<file path="src/rtl/asym_ram_fifo_ctrl.sv">
// Width-converting FIFO controller for an external byte-addressed two-port RAM
// with registered read; owns the pointers, the byte level and the flow-control flags.
module asym_ram_fifo_ctrl #(
    parameter int W_DATA_W = 32,
    parameter int R_DATA_W = 8,
    parameter int ADDR_W   = 10
) (
    input  logic                clk_i,
    input  logic                rst_i,
    input  logic                clear_i,
    input  logic                w_en_i,
    input  logic [W_DATA_W-1:0] w_data_i,
    output logic                w_full_o,
    input  logic                r_en_i,
    output logic [R_DATA_W-1:0] r_data_o,
    output logic                r_valid_o,
    output logic                r_empty_o,
    output logic [ADDR_W:0]     level_o,
    output logic                ram_w_en_o,
    output logic [ADDR_W-1:0]   ram_w_addr_o,
    output logic [W_DATA_W-1:0] ram_w_data_o,
    output logic                ram_r_en_o,
    output logic [ADDR_W-1:0]   ram_r_addr_o,
    input  logic [R_DATA_W-1:0] ram_r_data_i
);

    localparam int WB = W_DATA_W / 8;
    localparam int RB = R_DATA_W / 8;

    localparam logic [ADDR_W:0] WB_INC = (ADDR_W + 1)'(WB);
    localparam logic [ADDR_W:0] RB_INC = (ADDR_W + 1)'(RB);
    localparam logic [ADDR_W:0] CAP    = (ADDR_W + 1)'(1) << ADDR_W;

    logic [ADDR_W:0] wptr;
    logic [ADDR_W:0] rptr;
    logic [ADDR_W:0] level;
    logic [ADDR_W:0] level_nxt;
    logic            w_full;
    logic            r_empty;
    logic            r_valid;
    logic            w_acc;
    logic            r_acc;

    // Flush and reset both suppress any transfer in the cycle they are asserted.
    always_comb begin
        w_acc     = w_en_i & ~w_full & ~clear_i & ~rst_i;
        r_acc     = r_en_i & ~r_empty & ~clear_i & ~rst_i;
        level_nxt = level;
        if (w_acc) level_nxt = level_nxt + WB_INC;
        if (r_acc) level_nxt = level_nxt - RB_INC;
    end

    always_ff @(posedge clk_i) begin
        // NOTE: sequential state uses non-blocking assignments so every flop samples pre-edge values.
        if (rst_i || clear_i) begin
            wptr    <= '0;
            rptr    <= '0;
            level   <= '0;
            w_full  <= 1'b0;
            r_empty <= 1'b1;
        end else begin
            if (w_acc) wptr <= wptr + WB_INC;
            if (r_acc) rptr <= rptr + RB_INC;
            level   <= level_nxt;
            // Flags are computed from the next level so they always agree with level_o.
            w_full  <= (CAP - level_nxt) < WB_INC;
            r_empty <= level_nxt < RB_INC;
        end
    end

    // A read accepted just before a flush still reports its data; r_acc is already 0 under rst/clear.
    always_ff @(posedge clk_i) begin
        r_valid <= r_acc;
    end

    assign w_full_o     = w_full;
    assign r_empty_o    = r_empty;
    assign r_valid_o    = r_valid;
    assign level_o      = level;
    assign r_data_o     = ram_r_data_i;

    assign ram_w_en_o   = w_acc;
    assign ram_w_addr_o = wptr[ADDR_W-1:0];
    assign ram_w_data_o = w_data_i;
    assign ram_r_en_o   = r_acc;
    assign ram_r_addr_o = rptr[ADDR_W-1:0];

endmodule

</file>
<file path="config.mk">
export PLATFORM = sky130hd
export DESIGN_NAME = asym_ram_fifo_ctrl
export DESIGN_NICKNAME = d
export VERILOG_FILES = /design/src/rtl/asym_ram_fifo_ctrl.sv
export SDC_FILE = /design/constraint.sdc
export NUM_CORES = 1
export LEC_CHECK = 0
export CAP_MARGIN = 20
export CORE_UTILIZATION = 37
export DETAILED_ROUTE_END_ITERATION = 7
export PLACE_DENSITY = 0.89
export SLEW_MARGIN = 0
export SYNTH_ARGS = -nofsm -noshare
export SYNTH_HDL_FRONTEND = slang
export SYNTH_SLANG_ARGS = --single-unit
</file>
<file path="constraint.sdc">
create_clock -name clk_i -period 2.4 [get_ports clk_i]
set_input_delay 0.36 -clock clk_i [delete_from_list [all_inputs] [get_ports clk_i]]
set_output_delay 0.36 -clock clk_i [all_outputs]
set_load 0.005 [all_outputs]
</file>
After elaboration in Yosys (flattened, before gate mapping)
Index checks and enable logic that the tools add are counted.

Bits in registers: 36. Input bits: 45. Output and inout port bits: 76.

Add/subtract/negate cells: 5. $lt $le $gt $ge: 2. Multiplexer cells: 2. Bitwise gates (word level): 10. Reduce and logical (&&, ||, !) cells: 1.

Operator list (count): $add 11x3->11 const B (2); $mux 11 (2); $add 11x1->11 const B (1); $lt 11x1->1 const B (1); $lt 11x3->1 const B (1); $sub 11x1->11 const B (1); $sub 11x11->11 const A (1); $and 1x1->1 (6); $not 1->1 (4); $logic_or 1x1->1 (1).

Depth between registers and ports, before layout
Gate-level depths: netlist of the first run.

Word-level depth: 9. Mapped depth: 10.

Least setup slack after synthesis of the first run
Ideal clock, no wire load.

Kind: input-to-reg. Start point: in clear_i. End point: reg w_full (netlist: w_full_o). Setup time: 92 ps. Arrival: 2368 ps. Data required time: 2308 ps. Setup slack: -61 ps. Stages on the path: 8. Cell sequence: or4b_1 buf_6 a211o_4 a22oi_4 and2_4 a311oi_1 or3_1 o32ai_1.

Word-level cells in the longest chain between the ends: 8. Elaborated cells on any way between the ends: 11. Classes of those cells: 2 x add/sub; 1 x order compare; 2 x mux; 5 x bitwise; 1 x reduce/logical.

RTL lines: start: declaration (line 10) `input logic clear_i,`; $not 1->1 (line 46, 47); $and 1x1->1 (2 in a row) (line 46) `w_acc = w_en_i & ~w_full & ~clear_i & ~rst_i;`; $mux 11 (line 49) `if (w_acc) level_nxt = level_nxt + WB_INC;`; $sub 11x1->11 (line 50) `if (r_acc) level_nxt = level_nxt - RB_INC;`; $mux 11 (line 50); $sub 11x11->11 (line 66) `w_full <= (CAP - level_nxt) < WB_INC;`; $lt 11x3->1 (line 66); end signal: assignment (line 66); end: declaration (line 38) `logic w_full;`.

Parallel ways exist; a longest one is shown, timed or not. A chain may end at the register's enable or synchronous reset.

Final worst setup path of the first run
Start point: reg w_full (netlist: w_full_o). End point: reg w_full (netlist: w_full_o).

Word-level cells in the longest chain between the ends: 9.

RTL lines (line): $not 1->1 (*) (46); $and 1x1->1 (*) (3 in a row) (46); $mux 11 (*) (49); $sub 11x1->11 (50); $mux 11 (*) (50); $sub 11x11->11 (*) (66); $lt 11x3->1 (*) (66).

Every way passes the cells marked *; elsewhere a longest branch is shown, timed or not.

==> flow_metrics.py, run 1 <==
metrics = {
    "power_and_ir_drop": {
        "power.total_w": 0.001240,
        "netSwitchingPower_w": 0.0002799,
        "power.leakage_nw": 1.232,
        "part_of_the_total_power_dissipated_in_the_clock_network": 0.470,
        "sequentialPowerShare": 0.434,
        "p_int_w": 0.0009605,
        "pwr_density_cell_nw_per_um2": 387.1,
        "largest_vdd_supply_drop_v": 0.0002753,
        "p_sw_frac": 0.2256,
        "comb_power_share": 0.096,
    },
    "cells_and_area": {
        "fillCellCount": 565,
        "stdcell_count": 432,
        "num_antenna_cells": 0,
        "final-seq-area_um2": 641.9,
        "multi_input_comb_area_um2": 1500,
        "fin_nets": 403,
        "layout.core_utilization": 0.5046,
        "drive_gt1_frac": 0.2704,
        "synthToLayoutAreaGrowth_pct": 32.21,
    },
    "worst_setup_path": {
        "worstPathCellList": "or4b_4 -> buf_6 -> buf_12 -> buf_4 -> nor3_2 -> xnor2_1 -> or4_1 -> a21boi_2 -> o2111ai_1 -> o32ai_2",
        "path_class": "register to register",
        "critical_path_arrival_ns": 2.77,
        "critPathRequiredTime_ns": 2.61,
        "slowest_delay_ns": 0.58,
        "worst_setup_path_start_kind": "register",
        "timing.critical_path.max_delay_family": "simple AND/OR/NAND/NOR gates",
        "crit_path_end_kind": "register",
        "timing.critical_path.slowest_stage_cell": "sky130_fd_sc_hd__or4b_4",
        "maximum_fanout_count_along_the_critical_path": 5,
        "cp.buffers_inverters": 3,
    },
    "synthesis": {
        "netlist_area_um2": 2424,
        "synth_largest_area_cell": "sky130_fd_sc_hd__dfxtp_1",
        "async_reset_ff_frac": 0,
        "synth.avg_cell_area_um2": 7.793,
        "synth.top_cells.by_area": "sky130_fd_sc_hd__dfxtp_1, sky130_fd_sc_hd__buf_4, sky130_fd_sc_hd__xnor2_1",
        "yosys_warnings": 0,
        "synth.top_cells.by_count": "sky130_fd_sc_hd__buf_4, sky130_fd_sc_hd__nor2_1, sky130_fd_sc_hd__dfxtp_1",
        "synth-seq-cells": 32,
        "synthDistinctLibCells": 55,
        "synth_top_area_share": 0.2643,
        "synth_most_common_cell": "sky130_fd_sc_hd__buf_4",
        "syn_inst": 311,
        "synth_flop_cell": "sky130_fd_sc_hd__dfxtp_1",
        "ys_seq_area_frac": 0.2643,
        "synth_enable_flop_cells": 0,
    },
    "clocking": {
        "cts.htree.levels": 2,
        "insertion_delay_ns": 0.29,
        "numCtsBuffers": 5,
        "cts_tree": "done",
        "tritoncts_num_sinks": 32,
        "cts.path.max_buffers": 2,
        "cts.clk_slew.worst_paths_ns": 0.08,
        "cts-root-buf": "sky130_fd_sc_hd__clkbuf_8",
    },
    "place": {
        "placedCellCount": 420,
        "placement.io_buffers": 38,
        "place.detailed.hpwl_um": 4786,
        "finalWeightedCongestion": 0.8589,
        "placement.setup.worst_slack_ns": -0.6250,
    },
    "global_route": {
        "grt_use_total": 0.1856,
        "grt_first_pass_wirelength_um": 10630,
        "first_global_vias": 2408,
        "grt_overflow_total": 0,
        "antenna_found_initial": 0,
        "grt_start_max_net_pins": 19,
    },
    "drt": {
        "detail_route.drc_violations": 0,
        "detail_route.first_pass.iterations": 4,
        "routed_wire_length_per_instance_um": 15.59,
        "vias": 2379,
        "drt_wl_total_um": 6735,
        "drt_iter0_drc": 179,
        "via_density_per_instance": 5.507,
        "final_antenna_net_count": 0,
    },
    "floorplan": {
        "io_pins": 121,
        "row_count": 29,
        "dieHeight_um": 82.94,
        "chipWidth_um": 82.94,
        "fp.coreArea_um2": 6350,
        "die_area_um2": 6878,
        "start_util": 0.3817,
    },
    "timing": {
        "final-max-slew-violation-count": 0,
        "post-route-period-util": 1.070,
        "final.hold.worst_slack_ns": 0.5057,
        "grt_setup_unrepaired": "true",
        "finalCriticalPeriod_ns": 2.568,
        "setup_viol": 3,
        "worst_clock_skew_ns": 0.009351,
        "hold_viol": 0,
        "worst_slack_ns": -0.1677,
        "fmax_mhz": 389.5,
    },
    "hold_path": {
        "min-delay-path-class": "register to register",
    },
    "status": {
        "outcome": "finished with violations",
        "violations": "negative setup slack",
    },
    "flow_run": {
        "maxCapViolations": 0,
    },
}
[cell type report]
cell class / instances / share of cell area
Sequential cell: 32 / 0.2003
Multi-Input combinational cell: 216 / 0.4682
Tap cell: 77 / 0.03007
Clock inverter: 1 / 0.009371
Clock buffer: 7 / 0.03007
Inverter: 6 / 0.008590
Timing Repair Buffer: 93 / 0.2534
[layout by cell type (no fill, tap or decap), drive strengths merged, types with 7 or more instances in the layout]
cell type	count
a21oi	13
and2	7
buf	55
clkbuf	7
clkdlybuf4s50	34
dfxtp	32
nand2	23
nand3	11
nand4	8
nor2	35
nor3	9
o21ai	10
xnor2	20
xor2	11
[power groups by stage]
stage	Combinational [W]	Clock, W	Sequential (W)
final	0.000119	0.000583	0.000538
after detailed placement	0.000103	0	0.000550
after global routing	0.000127	0.000605	0.000539
after global placement	0.0000999	0	0.000550
after floorplan	0.000113	0	0.000550
after CTS	0.000111	0.000583	0.000538
[layer usage]
layer,share of wire,GRT usage,vias to the layer above
met5,0,0,-
met4,0.012,0.07524,0
met3,0.069,0.05666,14
met2,0.52,0.3241,85
met1,0.40,0.2093,1153
li1,-,-,1127
[metrics by stage]
step | setup TNS (ns) | area [um^2]
2_1_floorplan | -0.02782 | 2441
5_1_grt | -0.5350 | 3204
4_1_cts | -0.2581 | 3124
3_3_place_gp | -5.128 | 2914
6_report | -0.3098 | 3204
3_5_place_dp | -5.961 | 2914
[tightest hold or removal path, cell delays in order (launching register included)]
cell and delay [ns]:
sky130_fd_sc_hd__dfxtp_1 0.32, sky130_fd_sc_hd__o21ai_0 0.08, sky130_fd_sc_hd__a21oi_1 0.06
[repair_timing]
action / CTS / global route
resized for setup: 17 / 15
buffers inserted: 4 / 0
hold buffers: 0 / 0
pin swaps: 13 / 12
endpoints found under the setup margin: 12 / 4
hold endpoints to repair: 0 / 0
[flip-flops by register name, indices dropped and copies added, names as in the netlist]
name / count
rptr: 10
wptr: 8
r_valid_o: 1
level_o: 11
w_full_o: 1
r_empty_o: 1
[kinds of logic (layout without fill, tap and decap cells)]
family                   Yosys count  after routing  synth area share
AO/OA/AOI/OAI                     50             50            0.1482
XOR/XNOR                          31             31            0.1120
adder cells (fa/ha/maj)            4              4           0.02065
buffers and inverters             64            107            0.1693
flip-flops                        32             32            0.2643
multiplexers                       4              4           0.01652
other                              1              2          0.001547
AND/OR/NAND/NOR                  125            125            0.2674
[worst paths after layout]
check,start,end,slack (ns),depth (start not counted)
setup reg to reg,w_full_o$_SDFF_PP0_,w_full_o$_SDFF_PP0_,-0.17,10
setup / recovery,w_full_o$_SDFF_PP0_,w_full_o$_SDFF_PP0_,-0.17,10
hold / removal,wptr[9]$_SDFFE_PP0N_,wptr[9]$_SDFFE_PP0N_,0.51,2
hold reg to reg,wptr[9]$_SDFFE_PP0N_,wptr[9]$_SDFFE_PP0N_,0.51,2
No activity file was read; power rests on OpenSTA's default activity.
==> inputs of run 2 (changes only) <==
--- a/constraint.sdc
+++ b/constraint.sdc
@@ -3,2 +3,2 @@
 set_output_delay 0.36 -clock clk_i [all_outputs]
-set_load 0.005 [all_outputs]
+set_load 0.1 [all_outputs]
==> flow_metrics.py, run 2 (same netlist as run 1, synthesis figures left out) <==
metrics = {
    "floorplan": {
        "io_pins": 121,
        "die_area_um2": 6878,
        "start_util": 0.3817,
        "dieHeight_um": 82.94,
        "chipWidth_um": 82.94,
        "row_count": 29,
        "fp.coreArea_um2": 6350,
    },
    "power_and_ir_drop": {
        "sequentialPowerShare": 0.486,
        "power.total_w": 0.001095,
        "netSwitchingPower_w": 0.0003010,
        "part_of_the_total_power_dissipated_in_the_clock_network": 0.358,
        "pwr_density_cell_nw_per_um2": 345.5,
        "p_sw_frac": 0.2748,
        "p_int_w": 0.0007944,
        "comb_power_share": 0.156,
        "power.leakage_nw": 1.271,
        "largest_vdd_supply_drop_v": 0.0004666,
    },
    "worst_setup_path": {
        "critPathRequiredTime_ns": 2.59,
        "worst_setup_path_start_kind": "register",
        "path_class": "register to register",
        "crit_path_end_kind": "register",
        "timing.reg2reg.setup_slack_ns": -0.15,
        "reg2regPathDepth": 8,
        "critical_path_arrival_ns": 2.74,
        "critical_path.reg2reg.endpoint": "w_full_o$_SDFF_PP0_",
        "maximum_fanout_count_along_the_critical_path": 7,
        "timing.rr.start": "w_full_o$_SDFF_PP0_",
    },
    "clocking": {
        "cts_tree": "done",
        "tritoncts_num_sinks": 32,
        "cts-root-buf": "sky130_fd_sc_hd__clkbuf_8",
        "numCtsBuffers": 5,
        "cts.path.max_buffers": 2,
        "cts.htree.levels": 2,
        "count_of_hold_fix_buffers_inserted_at_cts": 0,
        "insertion_delay_ns": 0.28,
        "cts.clk_slew.worst_paths_ns": 0.06,
    },
    "drt": {
        "routed_wire_length_per_instance_um": 16.19,
        "drt_iter0_drc": 223,
        "drt_wl_total_um": 6960,
        "detail_route.drc_violations": 0,
        "detail_route.first_pass.iterations": 4,
        "vias": 2430,
        "final_antenna_net_count": 0,
        "via_density_per_instance": 5.651,
    },
    "status": {
        "violations": "negative setup slack",
        "outcome": "finished with violations",
    },
    "global_route": {
        "grt_first_pass_wirelength_um": 10750,
        "grt_start_max_net_pins": 18,
        "antenna_found_initial": 0,
        "first_global_vias": 2301,
        "grt_overflow_total": 0,
        "grt_use_total": 0.1876,
    },
    "timing": {
        "worst_clock_skew_ns": 0.007269,
        "fmax_mhz": 392.3,
        "post-route-period-util": 1.062,
        "finalCriticalPeriod_ns": 2.549,
        "timing.setup.tns_ns": -0.3048,
        "final-max-slew-violation-count": 0,
        "hold_viol": 0,
        "final.hold.worst_slack_ns": 0.4947,
        "setup_viol": 3,
        "worst_slack_ns": -0.1492,
        "grt_setup_unrepaired": "true",
    },
    "cells_and_area": {
        "flip_flop_count_of_the_largest_register_all_copies_and_words_added": 11,
        "fin_nets": 401,
        "num_antenna_cells": 0,
        "layout_common_cells": "sky130_fd_sc_hd__buf_4, sky130_fd_sc_hd__nor2_1, sky130_fd_sc_hd__nand2_1, sky130_fd_sc_hd__dfxtp_1, sky130_fd_sc_hd__xnor2_1",
        "synthToLayoutAreaGrowth_pct": 30.82,
        "drive_gt1_frac": 0.3938,
        "layout.cells.most_common": "sky130_fd_sc_hd__buf_4",
        "layout.core_utilization": 0.4993,
    },
    "hold_path": {
        "hold_path.startpoint": "wptr[9]$_SDFFE_PP0N_",
        "worstHoldPathCells": 2,
        "hold_path_end": "wptr[9]$_SDFFE_PP0N_",
        "min-delay-path-class": "register to register",
    },
    "place": {
        "place.detailed.hpwl_um": 4727,
        "finalWeightedCongestion": 0.9293,
        "placement.setup.worst_slack_ns": -0.6825,
        "placement.io_buffers": 38,
    },
    "flow_run": {
        "maxCapViolations": 0,
    },
}
==> run 2: changes by cell type in the layout (fill, tap and decap cells not counted), sizes merged <==
| cell | delta |
|---|---|
| bufinv | -1 |
| dlygate4sd2 | -1 |
| clkdlybuf4s50 | -33 |
| clkinv | +1 |
| buf | +32 |
==> run 2: area by class of cell <==
class / instances / area, um^2
Timing Repair Buffer: 91 / 740.7
Sequential cell: 32 / 671.9
Clock inverter: 1 / 5.005
Multi-Input combinational cell: 216 / 1543
Tap cell: 77 / 96.34
Clock buffer: 7 / 76.32
Inverter: 6 / 37.54
Fill cell: 555 / 3179
==> run 2: how the worst max path moves through the flow <==
stage | startpoint | to
after floorplan | w_full_o$_SDFF_PP0_ | w_full_o$_SDFF_PP0_
after global placement | clear_i | w_full_o$_SDFF_PP0_
after detailed placement | clear_i | w_full_o$_SDFF_PP0_
after CTS | w_full_o$_SDFF_PP0_ | w_full_o$_SDFF_PP0_
after global routing | w_full_o$_SDFF_PP0_ | w_full_o$_SDFF_PP0_
final | w_full_o$_SDFF_PP0_ | w_full_o$_SDFF_PP0_
==> run 2: per-layer routing <==
layer | routed length (um) | GRT usage
met5 | 0 | 0
met4 | 261 | 0.1003
met3 | 441 | 0.02982
met2 | 3457 | 0.3212
met1 | 2799 | 0.2243
==> run 2: timing repair <==
item                       in CTS  in global routing
pin swaps                      13                 12
resized for setup              19                 24
buffers inserted                3                  2
setup endpoints to repair      12                  5
==> run 2: worst max-delay path: stages (launching register included) <==
cell and delay (ns):
sky130_fd_sc_hd__dfxtp_4 0.34, sky130_fd_sc_hd__or4b_4 0.50, sky130_fd_sc_hd__buf_12 0.17, sky130_fd_sc_hd__a211o_4 0.31, sky130_fd_sc_hd__and2_4 0.17, sky130_fd_sc_hd__o311a_4 0.34
sky130_fd_sc_hd__nor3_4 0.21, sky130_fd_sc_hd__o21ai_1 0.13, sky130_fd_sc_hd__o32ai_2 0.28
==> run 2: through the flow <==
stage | cell area (um^2) | cells
CTS | 3030 | 428
global route | 3171 | 430
finish | 3171 | 430
global placement | 2869 | 417
floorplan | 2496 | 312
detailed placement | 2869 | 417
==> run 2: power by group through the flow <==
stage               Sequential, W  Clock (W)  Combinational, W
finish                   0.000533   0.000392          0.000171
global route             0.000533   0.000423          0.000178
CTS                      0.000533   0.000401          0.000158
detailed placement       0.000544          0          0.000150
global placement         0.000544          0          0.000147
floorplan                0.000570          0          0.000395
==> inputs of run 3 (changes only) <==
Settings changed: CORE_MARGIN from default to 2.
==> flow_metrics.py, run 3 (same netlist as run 1, synthesis figures left out) <==
metrics = {
    "status": {
        "outcome": "finished with violations",
        "violations": "negative setup slack",
    },
    "cells_and_area": {
        "fin_nets": 397,
        "fillCellCount": 546,
        "num_antenna_cells": 0,
        "drive_gt1_frac": 0.3811,
        "layout.cells.most_common": "sky130_fd_sc_hd__buf_4",
        "layout_common_cells": "sky130_fd_sc_hd__buf_4, sky130_fd_sc_hd__nor2_1, sky130_fd_sc_hd__nand2_1, sky130_fd_sc_hd__dfxtp_1, sky130_fd_sc_hd__xnor2_1",
        "synthToLayoutAreaGrowth_pct": 27.98,
        "flip_flop_count_of_the_largest_register_all_copies_and_words_added": 11,
        "stdcell_count": 426,
        "post_route_standard_cell_area_excluding_fillers_um2": 3102,
        "layout.core_utilization": 0.4885,
    },
    "global_route": {
        "grt_overflow_total": 0,
        "grt_start_max_net_pins": 22,
        "first_global_vias": 2287,
        "antenna_found_initial": 0,
        "grt_first_pass_wirelength_um": 10320,
        "grt_use_total": 0.1725,
    },
    "worst_setup_path": {
        "critical_path_arrival_ns": 2.76,
        "worstPathCellList": "dlygate4sd2_1 -> or4b_4 -> clkinv_4 -> nand4_1 -> xor2_1 -> and4_1 -> a311oi_1 -> or3_4 -> o32ai_2",
        "timing.critical_path.slowest_stage_cell": "sky130_fd_sc_hd__or4b_4",
        "timing.critical_path.max_delay_family": "simple AND/OR/NAND/NOR gates",
        "slowest_delay_ns": 0.63,
        "worst_setup_path_start_kind": "input pin",
        "cp.buffers_inverters": 2,
        "critPathRequiredTime_ns": 2.59,
        "path_class": "input pin to register",
        "maximum_fanout_count_along_the_critical_path": 6,
        "crit_path_end_kind": "register",
    },
    "floorplan": {
        "start_util": 0.3817,
        "dieHeight_um": 84.94,
        "die_area_um2": 7214,
        "io_pins": 121,
        "fp.coreArea_um2": 6350,
        "row_count": 29,
        "chipWidth_um": 84.94,
    },
    "timing": {
        "grt_setup_unrepaired": "true",
        "worst_clock_skew_ns": 0.002124,
        "timing.setup.tns_ns": -0.3859,
        "fmax_mhz": 388.9,
        "final-max-slew-violation-count": 0,
        "worst_slack_ns": -0.1714,
        "setup_viol": 3,
        "post-route-period-util": 1.071,
        "finalCriticalPeriod_ns": 2.571,
        "hold_viol": 0,
    },
    "drt": {
        "drt_wl_total_um": 6796,
        "met1Wirelength_um": 2705,
        "vias": 2391,
        "detail_route.drc_violations": 0,
        "detail_route.first_pass.iterations": 5,
        "met2_length_um": 3169,
        "final_antenna_net_count": 0,
        "route.top_layer_used": "met4",
        "routed_wire_length_per_instance_um": 15.95,
        "via_density_per_instance": 5.613,
        "drt_iter0_drc": 342,
        "met3_wire_length_um": 605,
    },
    "clocking": {
        "insertion_delay_ns": 0.28,
        "tritoncts_num_sinks": 32,
        "numCtsBuffers": 5,
        "cts-root-buf": "sky130_fd_sc_hd__clkbuf_8",
        "count_of_hold_fix_buffers_inserted_at_cts": 0,
        "cts_tree": "done",
        "cts.clk_slew.worst_paths_ns": 0.07,
        "cts.htree.levels": 2,
        "cts.path.max_buffers": 2,
    },
    "place": {
        "placement.setup.worst_slack_ns": -0.6893,
        "placedCellCount": 416,
        "place.detailed.hpwl_um": 4723,
        "finalWeightedCongestion": 0.9169,
        "placement.cell_area_um2": 2861,
        "placement.io_buffers": 38,
    },
    "flow_run": {
        "maxCapViolations": 0,
    },
    "hold_path": {
        "min-delay-path-class": "register to register",
    },
    "power_and_ir_drop": {
        "power.leakage_nw": 1.239,
        "pwr_density_cell_nw_per_um2": 351.0,
        "largest_vdd_supply_drop_v": 0.0002415,
    },
}
run 3: cell count changes in the layout (fill, tap and decap cells not counted), sizes merged:
cell           before  now
buf                87   83
clkbuf              7    5
clkdlybuf4s15       2    0
clkinv              2    4
dlygate4sd2         1    3
run 3: cell type report:
| type | count | area, um^2 | area share |
|---|---|---|---|
| Multi-Input combinational cell | 216 | 1524 | 0.4913 |
| Timing Repair Buffer | 87 | 699.4 | 0.2255 |
| Sequential cell | 32 | 671.9 | 0.2166 |
| Tap cell | 77 | 96.34 | 0.03106 |
| Clock buffer | 5 | 68.82 | 0.02219 |
| Inverter | 6 | 27.53 | 0.008875 |
| Clock inverter | 3 | 13.76 | 0.004437 |
run 3: per-layer routing:
metal,global-route usage,vias to the layer above
met5,0,-
met4,0.1068,0
met3,0.04280,36
met2,0.2792,156
met1,0.2047,1085
li1,-,1114
run 3: path summary, 6_finish.rpt:
path / slack (ns) / end / cells after the start / start
worst max register to register: -0.17 / w_full_o$_SDFF_PP0_ / 8 / w_full_o$_SDFF_PP0_
worst max-delay path: -0.17 / w_full_o$_SDFF_PP0_ / 9 / rst_i
worst min-delay path: 0.49 / wptr[9]$_SDFFE_PP0N_ / 2 / wptr[9]$_SDFFE_PP0N_
worst min register to register: 0.49 / wptr[9]$_SDFFE_PP0N_ / 2 / wptr[9]$_SDFFE_PP0N_
run 3: tightest hold or removal path: stages, from the launching register on:
cell,delay [ns]
sky130_fd_sc_hd__dfxtp_1,0.32
sky130_fd_sc_hd__o21ai_0,0.07
sky130_fd_sc_hd__a21oi_1,0.06
run 3: report_power, final:
part	leakage (nW)	internal, W	switching, W
clock network	0.0453	0.000196	0.000197
logic	0.929	0.0000575	0.000105
registers	0.265	0.000528	0.00000442
total	1.24	0.000782	0.000307
run 3: through the flow:
step | power [W] | hold WS, ns
finish | 0.001089 | 0.4943
global route | 0.001126 | 0.5226
CTS | 0.001087 | 0.4960
detailed placement | 0.0006930 | 0.4842
global placement | 0.0006903 | 0.4767
floorplan | 0.0009650 | 0.4855
run 3: repair_timing:
action | in CTS | in global routing
setup buffers | 1 | 2
pin swaps | 10 | 13
endpoints found under the setup margin | 11 | 7
gates resized for setup | 18 | 17
